File: config.mk
export PLATFORM = sky130hd
export DESIGN_NAME = fb_fill_engine
export DESIGN_NICKNAME = d
export VERILOG_FILES = /design/src/rtl/fb_pkg.sv /design/src/rtl/fb_fill_engine.sv
export SDC_FILE = /design/constraint.sdc
export NUM_CORES = 1
export LEC_CHECK = 0
export CAP_MARGIN = 20
export CORE_AREA = 2 2 136 138
export CTS_CLUSTER_DIAMETER = 200
export DETAILED_ROUTE_END_ITERATION = 10
export DIE_AREA = 0 0 138 140
export DONT_BUFFER_PORTS = 1
export GPL_TIMING_DRIVEN = 0
export SLEW_MARGIN = 20
export SYNTH_ARGS = -nofsm -noshare
export SYNTH_HDL_FRONTEND = slang
export SYNTH_SLANG_ARGS = --single-unit
File: constraint.sdc
create_clock -name clk -period 7.9 [get_ports clk]
set_input_delay 0.395 -clock clk [delete_from_list [all_inputs] [get_ports clk]]
set_output_delay 0.395 -clock clk [all_outputs]
set_load 0.01 [all_outputs]
File: src/rtl/fb_pkg.sv
// rtl/fb_pkg.sv - shared register map, control/status bits and FSM encodings
package fb_pkg;

  localparam logic [1:0] REG_BASE  = 2'd0;
  localparam logic [1:0] REG_COUNT = 2'd1;
  localparam logic [1:0] REG_VALUE = 2'd2;
  localparam logic [1:0] REG_CTRL  = 2'd3;

  localparam int CTRL_START_BIT = 0;
  localparam int CTRL_ABORT_BIT = 1;

  localparam int STAT_BUSY_BIT    = 0;
  localparam int STAT_DONE_BIT    = 1;
  localparam int STAT_ABORTED_BIT = 2;

  typedef enum logic [0:0] {
    ST_IDLE  = 1'b0,
    ST_WRITE = 1'b1
  } fb_state_e;

endpackage

File: src/rtl/fb_fill_engine.sv
// rtl/fb_fill_engine.sv - memory fill engine: Avalon-MM register slave plus write master
module fb_fill_engine
  import fb_pkg::*;
#(
  parameter int COUNT_W = 24,
  parameter int STRIDE  = 4
) (
  input  logic        clk,
  input  logic        rst,
  input  logic [1:0]  slave_address,
  input  logic        slave_read_en,
  input  logic        slave_write_en,
  output logic [31:0] slave_read_data,
  input  logic [31:0] slave_write_data,
  output logic [31:0] master_address,
  output logic        master_write,
  output logic [31:0] master_write_data,
  input  logic        master_wait_request,
  output logic        irq
);

  fb_state_e          state_q, state_d;
  logic [31:0]        base_q, base_d;
  logic [31:0]        value_q, value_d;
  logic [31:0]        addr_q, addr_d;
  logic [31:0]        data_q, data_d;
  // COUNT doubles as the remaining-word counter so reads show live progress
  logic [COUNT_W-1:0] count_q, count_d;
  logic               done_q, done_d;
  logic               aborted_q, aborted_d;
  logic               abort_pend_q, abort_pend_d;

  logic ctrl_wr;
  logic start_req;
  logic abort_req;
  logic accept;
  logic stop_now;

  assign ctrl_wr   = slave_write_en && (slave_address == REG_CTRL);
  assign start_req = ctrl_wr && slave_write_data[CTRL_START_BIT];
  assign abort_req = ctrl_wr && slave_write_data[CTRL_ABORT_BIT];
  assign accept    = (state_q == ST_WRITE) && !master_wait_request;
  assign stop_now  = abort_pend_q || abort_req;

  assign master_write      = (state_q == ST_WRITE);
  assign master_address    = addr_q;
  assign master_write_data = data_q;
  assign irq               = done_q;

  // zero-wait-state register read mux
  always_comb begin
    slave_read_data = '0;
    case (slave_address)
      REG_BASE:  slave_read_data = base_q;
      REG_COUNT: slave_read_data[COUNT_W-1:0] = count_q;
      REG_VALUE: slave_read_data = value_q;
      default: begin
        slave_read_data[STAT_BUSY_BIT]    = (state_q == ST_WRITE);
        slave_read_data[STAT_DONE_BIT]    = done_q;
        slave_read_data[STAT_ABORTED_BIT] = aborted_q;
      end
    endcase
  end

  // next-state: register writes, start/abort handling and word issue
  always_comb begin
    state_d      = state_q;
    base_d       = base_q;
    value_d      = value_q;
    addr_d       = addr_q;
    data_d       = data_q;
    count_d      = count_q;
    done_d       = done_q;
    aborted_d    = aborted_q;
    abort_pend_d = abort_pend_q;

    // status read clears sticky bits; completion below overrides in the same cycle
    if (slave_read_en && (slave_address == REG_CTRL)) begin
      done_d    = 1'b0;
      aborted_d = 1'b0;
    end

    case (state_q)
      ST_IDLE: begin
        abort_pend_d = 1'b0;
        if (slave_write_en) begin
          case (slave_address)
            REG_BASE:  base_d  = {slave_write_data[31:2], 2'b00};
            REG_COUNT: count_d = slave_write_data[COUNT_W-1:0];
            REG_VALUE: value_d = slave_write_data;
            default: begin
              if (start_req) begin
                if (abort_req) begin
                  done_d    = 1'b1;
                  aborted_d = 1'b1;
                end else if (count_q == '0) begin
                  done_d    = 1'b1;
                  aborted_d = 1'b0;
                end else begin
                  addr_d    = base_q;
                  data_d    = value_q;
                  done_d    = 1'b0;
                  aborted_d = 1'b0;
                  state_d   = ST_WRITE;
                end
              end
            end
          endcase
        end
      end
      default: begin
        if (accept) begin
          addr_d  = addr_q + 32'(STRIDE);
          count_d = count_q - 1'b1;
          if ((count_q == COUNT_W'(1)) || stop_now) begin
            state_d      = ST_IDLE;
            done_d       = 1'b1;
            aborted_d    = stop_now;
            abort_pend_d = 1'b0;
          end
        end else if (abort_req) begin
          abort_pend_d = 1'b1;
        end
      end
    endcase
  end

  // state and register flops
  always_ff @(posedge clk or posedge rst) begin
    if (rst) begin
      state_q      <= ST_IDLE;
      base_q       <= '0;
      value_q      <= '0;
      addr_q       <= '0;
      data_q       <= '0;
      count_q      <= '0;
      done_q       <= 1'b0;
      aborted_q    <= 1'b0;
      abort_pend_q <= 1'b0;
    end else begin
      state_q      <= state_d;
      base_q       <= base_d;
      value_q      <= value_d;
      addr_q       <= addr_d;
      data_q       <= data_d;
      count_q      <= count_d;
      done_q       <= done_d;
      aborted_q    <= aborted_d;
      abort_pend_q <= abort_pend_d;
    end
  end

endmodule

[After elaboration in Yosys (flattened, before gate mapping)]
Index checks and enable logic that the tools add are counted.
Storage, ports and cells
  bits in registers: 154
  input port bits: 39
  output and inout port bits: 98
  word-level logic and storage cells: 88
Cells by class
  $add $sub $neg: 2
  eq/ne operators: 10
  multiplexer cells: 43
  bitwise operators: 4
  reductions and logical operators: 20
Operator list (count)
  $mux W32: 7
  $mux W24: 4
  $pmux W21 S3: 1
  $add A32 B3 Y32 const B: 1
  $mux W1: 29
  $eq A24 B1 Y1 const B: 1
  $logic_not A24 Y1: 1
  $sub A24 B1 Y24 const B: 1
  $pmux W8 S2: 1
  $reduce_and A6 Y1: 2
  $pmux W3 S3: 1
  $reduce_and A3 Y1: 3
  $reduce_bool A2 Y1: 3
  $logic_and A1 B1 Y1: 5
  $eq A2 B2 Y1 const B: 2
  $ne A2 B1 Y1 const B: 2
  $ne A2 B2 Y1 const B: 2
  $not A1 Y1: 4
  $ne A3 B1 Y1 const B: 1
  $ne A3 B2 Y1 const B: 1
  $reduce_or A3 Y1: 1
  $eq A2 B1 Y1 const B: 1
  $logic_not A2 Y1: 1
  $logic_or A1 B1 Y1: 2
  other kinds (2): 2

[Depth between registers and ports, before layout]
  word-level depth: 8
  gate-level depth with buffers: 8
  depth with buffers taken out: 7

[Least setup slack after synthesis]
No wires, ideal clock.
  path type: register -> register
  from: reg count_q[0]
  to: reg count_q[12]
  library setup time: 0.079 ns
  data arrival time: 2.111 ns
  required time: 7.821 ns
  path slack: 5.709 ns
  stages on the path, launching flop included: 9
  path buffers: 1
  clock period less this slack: 2.191 ns
  path through: dfrtp_1 > inv_1 > ha_1 > or4b_1 > or2_1 > buf_2 > or3_1 > a21oi_1 > a2bb2oi_1
On the way
  word-level cells in the longest chain between the ends: 3
Ends and longest elaborated chain
  start, declared: line fb_fill_engine.sv:28  | logic [COUNT_W-1:0] count_q, count_d;
  start signal, assigned: line fb_fill_engine.sv:146  | count_q <= count_d;
  $sub A24 B1 Y24: line fb_fill_engine.sv:114  | count_d = count_q - 1'b1;
  $mux W24: line fb_fill_engine.sv:112  | if (accept) begin
  $mux W24: line fb_fill_engine.sv:83  | case (state_q)
No other way between the ends. The select of a mux whose other input is x is not followed.
A chain may end at the register's enable or synchronous reset.

[Final worst setup path]
  from: reg addr_q[2], in the netlist master_address[2]
  to: reg addr_q[30], in the netlist master_address[30]
On the way
  word-level cells in the longest chain between the ends: 3
Ends and longest elaborated chain
  start, declared: line fb_fill_engine.sv:25  | logic [31:0] addr_q, addr_d;
  start signal, assigned: line fb_fill_engine.sv:144  | addr_q <= addr_d;
  $add A32 B3 Y32: line fb_fill_engine.sv:113  | addr_d = addr_q + 32'(STRIDE);
  $mux W32: line fb_fill_engine.sv:112
  $mux W32: line fb_fill_engine.sv:83
No other way between the ends. The select of a mux whose other input is x is not followed.

==> results.ini <==
[status]
status=complete, no violations

[worst_setup_path]
path_class=reg2reg
endpoint_kind=register
required_ns=8.22
cp-start-kind=register
cp_max_fo=9
cp_data_arrival_time_ns=3.16

[min_path]
hold_class=in2reg

[floorplanning]
start_util_pct=44.66
rows=49
die-height_um=140
dieArea_um2=19320
die_width_um=138
io_pins=137
core_um2=17780

[route]
drt_wl_total_mm=25.45
firstDrtPassIters=5
wire_per_inst_um=24.93
initialDrtViolationCount=757
via_count=6444
ant_nets=0
route.detailed.drc=0
via_per_inst=6.311

[place]
dp_cells=990
io_buffers=0
dp_slack_ns=5.110
routabilityCongestion=0.8884
dp_hpwl_mm=18.46

[sta]
setup_viol=0
max_slew_margin_pct=33.58
post-route-period-util_pct=36.05
fin_crit_ns=2.848
clock_skew_ns=0.006952
fin_tns_setup_ns=0
worst_pin_slew_ns=0.9880
slew_violations=0
clock.fmax_mhz=351.1
grt_setup_unrepaired=false
postLayoutSetupSlackWorst_ns=5.052
finalHoldViolCount=0

[yosys]
synth_area_per_cell_um2=10.46
ys_ff_latch=152
ys_dominant_reg_cell=dfrtp_1
syn_area_um2=7940
synth-edff-count=0
netlist-cell-type-count=60
synthArstFlopShare_pct=100.0
seq_area_frac_synth_pct=47.90
yosysWarnings=0
synth_cells=759

[cts]
clk_latency_ns=0.43
path_clk_slew_ns=0.06
cts_sinks=152
clock_path_buffers=2
post_cts_resized=0
cts_tree=yes
htreeDepth=4
root_buffer=clkbuf_16
numCtsBuffers=17

[global_route]
grt_max_degree=78
grtUsageTotal_pct=26.24
overflow=0
grt_first_pass_wirelength_mm=39.04
antenna_found_initial=0
grt_pass1_vias=6494

[cells_and_area]
nets=824
fillers=1672
fin_util_pct=49.94
fin_cells=1021
n_antenna_cell=0
area_growth_pct=11.83
drive_gt1_share_pct=18.69

[pwr]
powerDensity_nw_per_um2=422.0
power_mw=3.748
power.leakage_nw=3.609
ir_drop_v=0.0001756

[run]
cap_violations=0

-- cells by family after synthesis --
kind of cell	synth area share, %
multiplexers	18.26
adder cells (fa/ha/maj)	0.6303
AO/OA/AOI/OAI	15.88
flip-flops	47.90
AND/OR/NAND/NOR	13.27
other	0.04723
buffers and inverters	4.002
-- repair_timing --
action,CTS,global route
setup buffers,0,0
hold buffers,1,0
hold endpoints to repair,75,0
-- area by class of cell --
class | count | area, µm² | area share, %
Clock buffer | 22 | 484.2 | 5.453
Tap cell | 229 | 286.5 | 3.227
Sequential cell | 152 | 3804 | 42.84
Inverter | 17 | 71.32 | 0.8032
Timing Repair Buffer | 2 | 37.54 | 0.4227
Multi-Input combinational cell | 539 | 3822 | 43.05
Buffer | 52 | 254.0 | 2.860
Clock inverter | 8 | 120.1 | 1.353
-- cell usage after synthesis (all sizes together) (17+ instances only) --
cell type,number,area (µm²)
buf,17,112.6
mux2,93,1047
o21ai,52,260.2
mux2i,38,380.4
a31oi,19,118.9
nand2,69,261.5
o22ai,19,118.9
nor3,30,160.2
dfrtp,152,3804
inv,17,63.81
a21oi,42,214.0
clkbuf,35,141.4
nor2,37,148.9
-- stage by stage --
stage	hold WS (ns)	cell area [µm²]
finish	0.08099	8880
global route	0.08325	8880
CTS	0.07590	8880
detailed placement	0.3550	8265
global placement	0.5102	8230
floorplan	0.4937	7944
-- layer usage --
layer,wire length [µm],global-route usage [%]
met1,11080,35.53
met2,11860,41.84
met3,1885,5.880
met4,633,9.130
met5,0,0
-- power by group --
| part | internal (mW) | switching, mW | total (mW) |
|---|---|---|---|
| clock | 0.525 | 0.322 | 0.847 |
| combinational | 0.529 | 0.683 | 1.21 |
| sequential | 1.16 | 0.531 | 1.69 |
-- cells in the final DEF, fill, tap and decap left out, types with 4 or more instances in the layout --
cell type	netlist	routed
clkbuf_8	1	5
o2bb2a_1	7	7
mux2_2	93	93
o32ai_1	6	6
inv_1	17	16
buf_4	4	4
o21ai_0	51	51
buf_1	6	6
a31oi_1	19	19
nor4_1	5	5
mux2i_1	38	38
o31ai_1	5	5
or3_1	5	5
nand4_1	9	9
ha_1	4	4
clkbuf_16	0	17
a211o_1	4	4
dfrtp_1	152	152
nor2_1	35	35
clkbuf_1	34	35
buf_6	4	4
o22ai_1	19	19
o21a_1	4	4
nand2_1	68	68
nand2b_1	5	5
a21oi_1	41	41
a211oi_1	5	5
and3_1	10	10
a2bb2oi_1	6	6
o211ai_1	4	4
nand3_1	14	14
nor3_1	28	28
o22a_1	12	12
-- sequential cells by signal, indices dropped and copies added, names as in the netlist, 24 cells and up --
| register | count |
|---|---|
| master_address | 30 |
| base_q | 30 |
| count_q | 24 |
| value_q | 32 |
| master_write_data | 32 |
-- worst paths after layout --
check | endpoint | start | cells after the start | slack [ns]
worst max-delay path | master_address[30] | master_address[2] | 6 | 5.05
worst min-delay path | base_q[26] | slave_write_data[26] | 2 | 0.08
worst max register to register | master_address[30] | master_address[2] | 6 | 5.05
worst min register to register | value_q[19] | value_q[19] | 1 | 0.53
max in group asynchronous | master_address[16] | rst | 3 | 6.59
min in group asynchronous | value_q[22] | rst | 2 | 0.54
-- critical path, stage by stage, from the launching register on --
cell	delay (ns)
dfrtp_1	0.58
ha_1	0.30
nand3_1	0.17
nor4_2	0.91
and3_1	0.37
a211oi_1	0.10
a211o_1	0.30
Note: power is estimated with default switching activity, not from simulation.
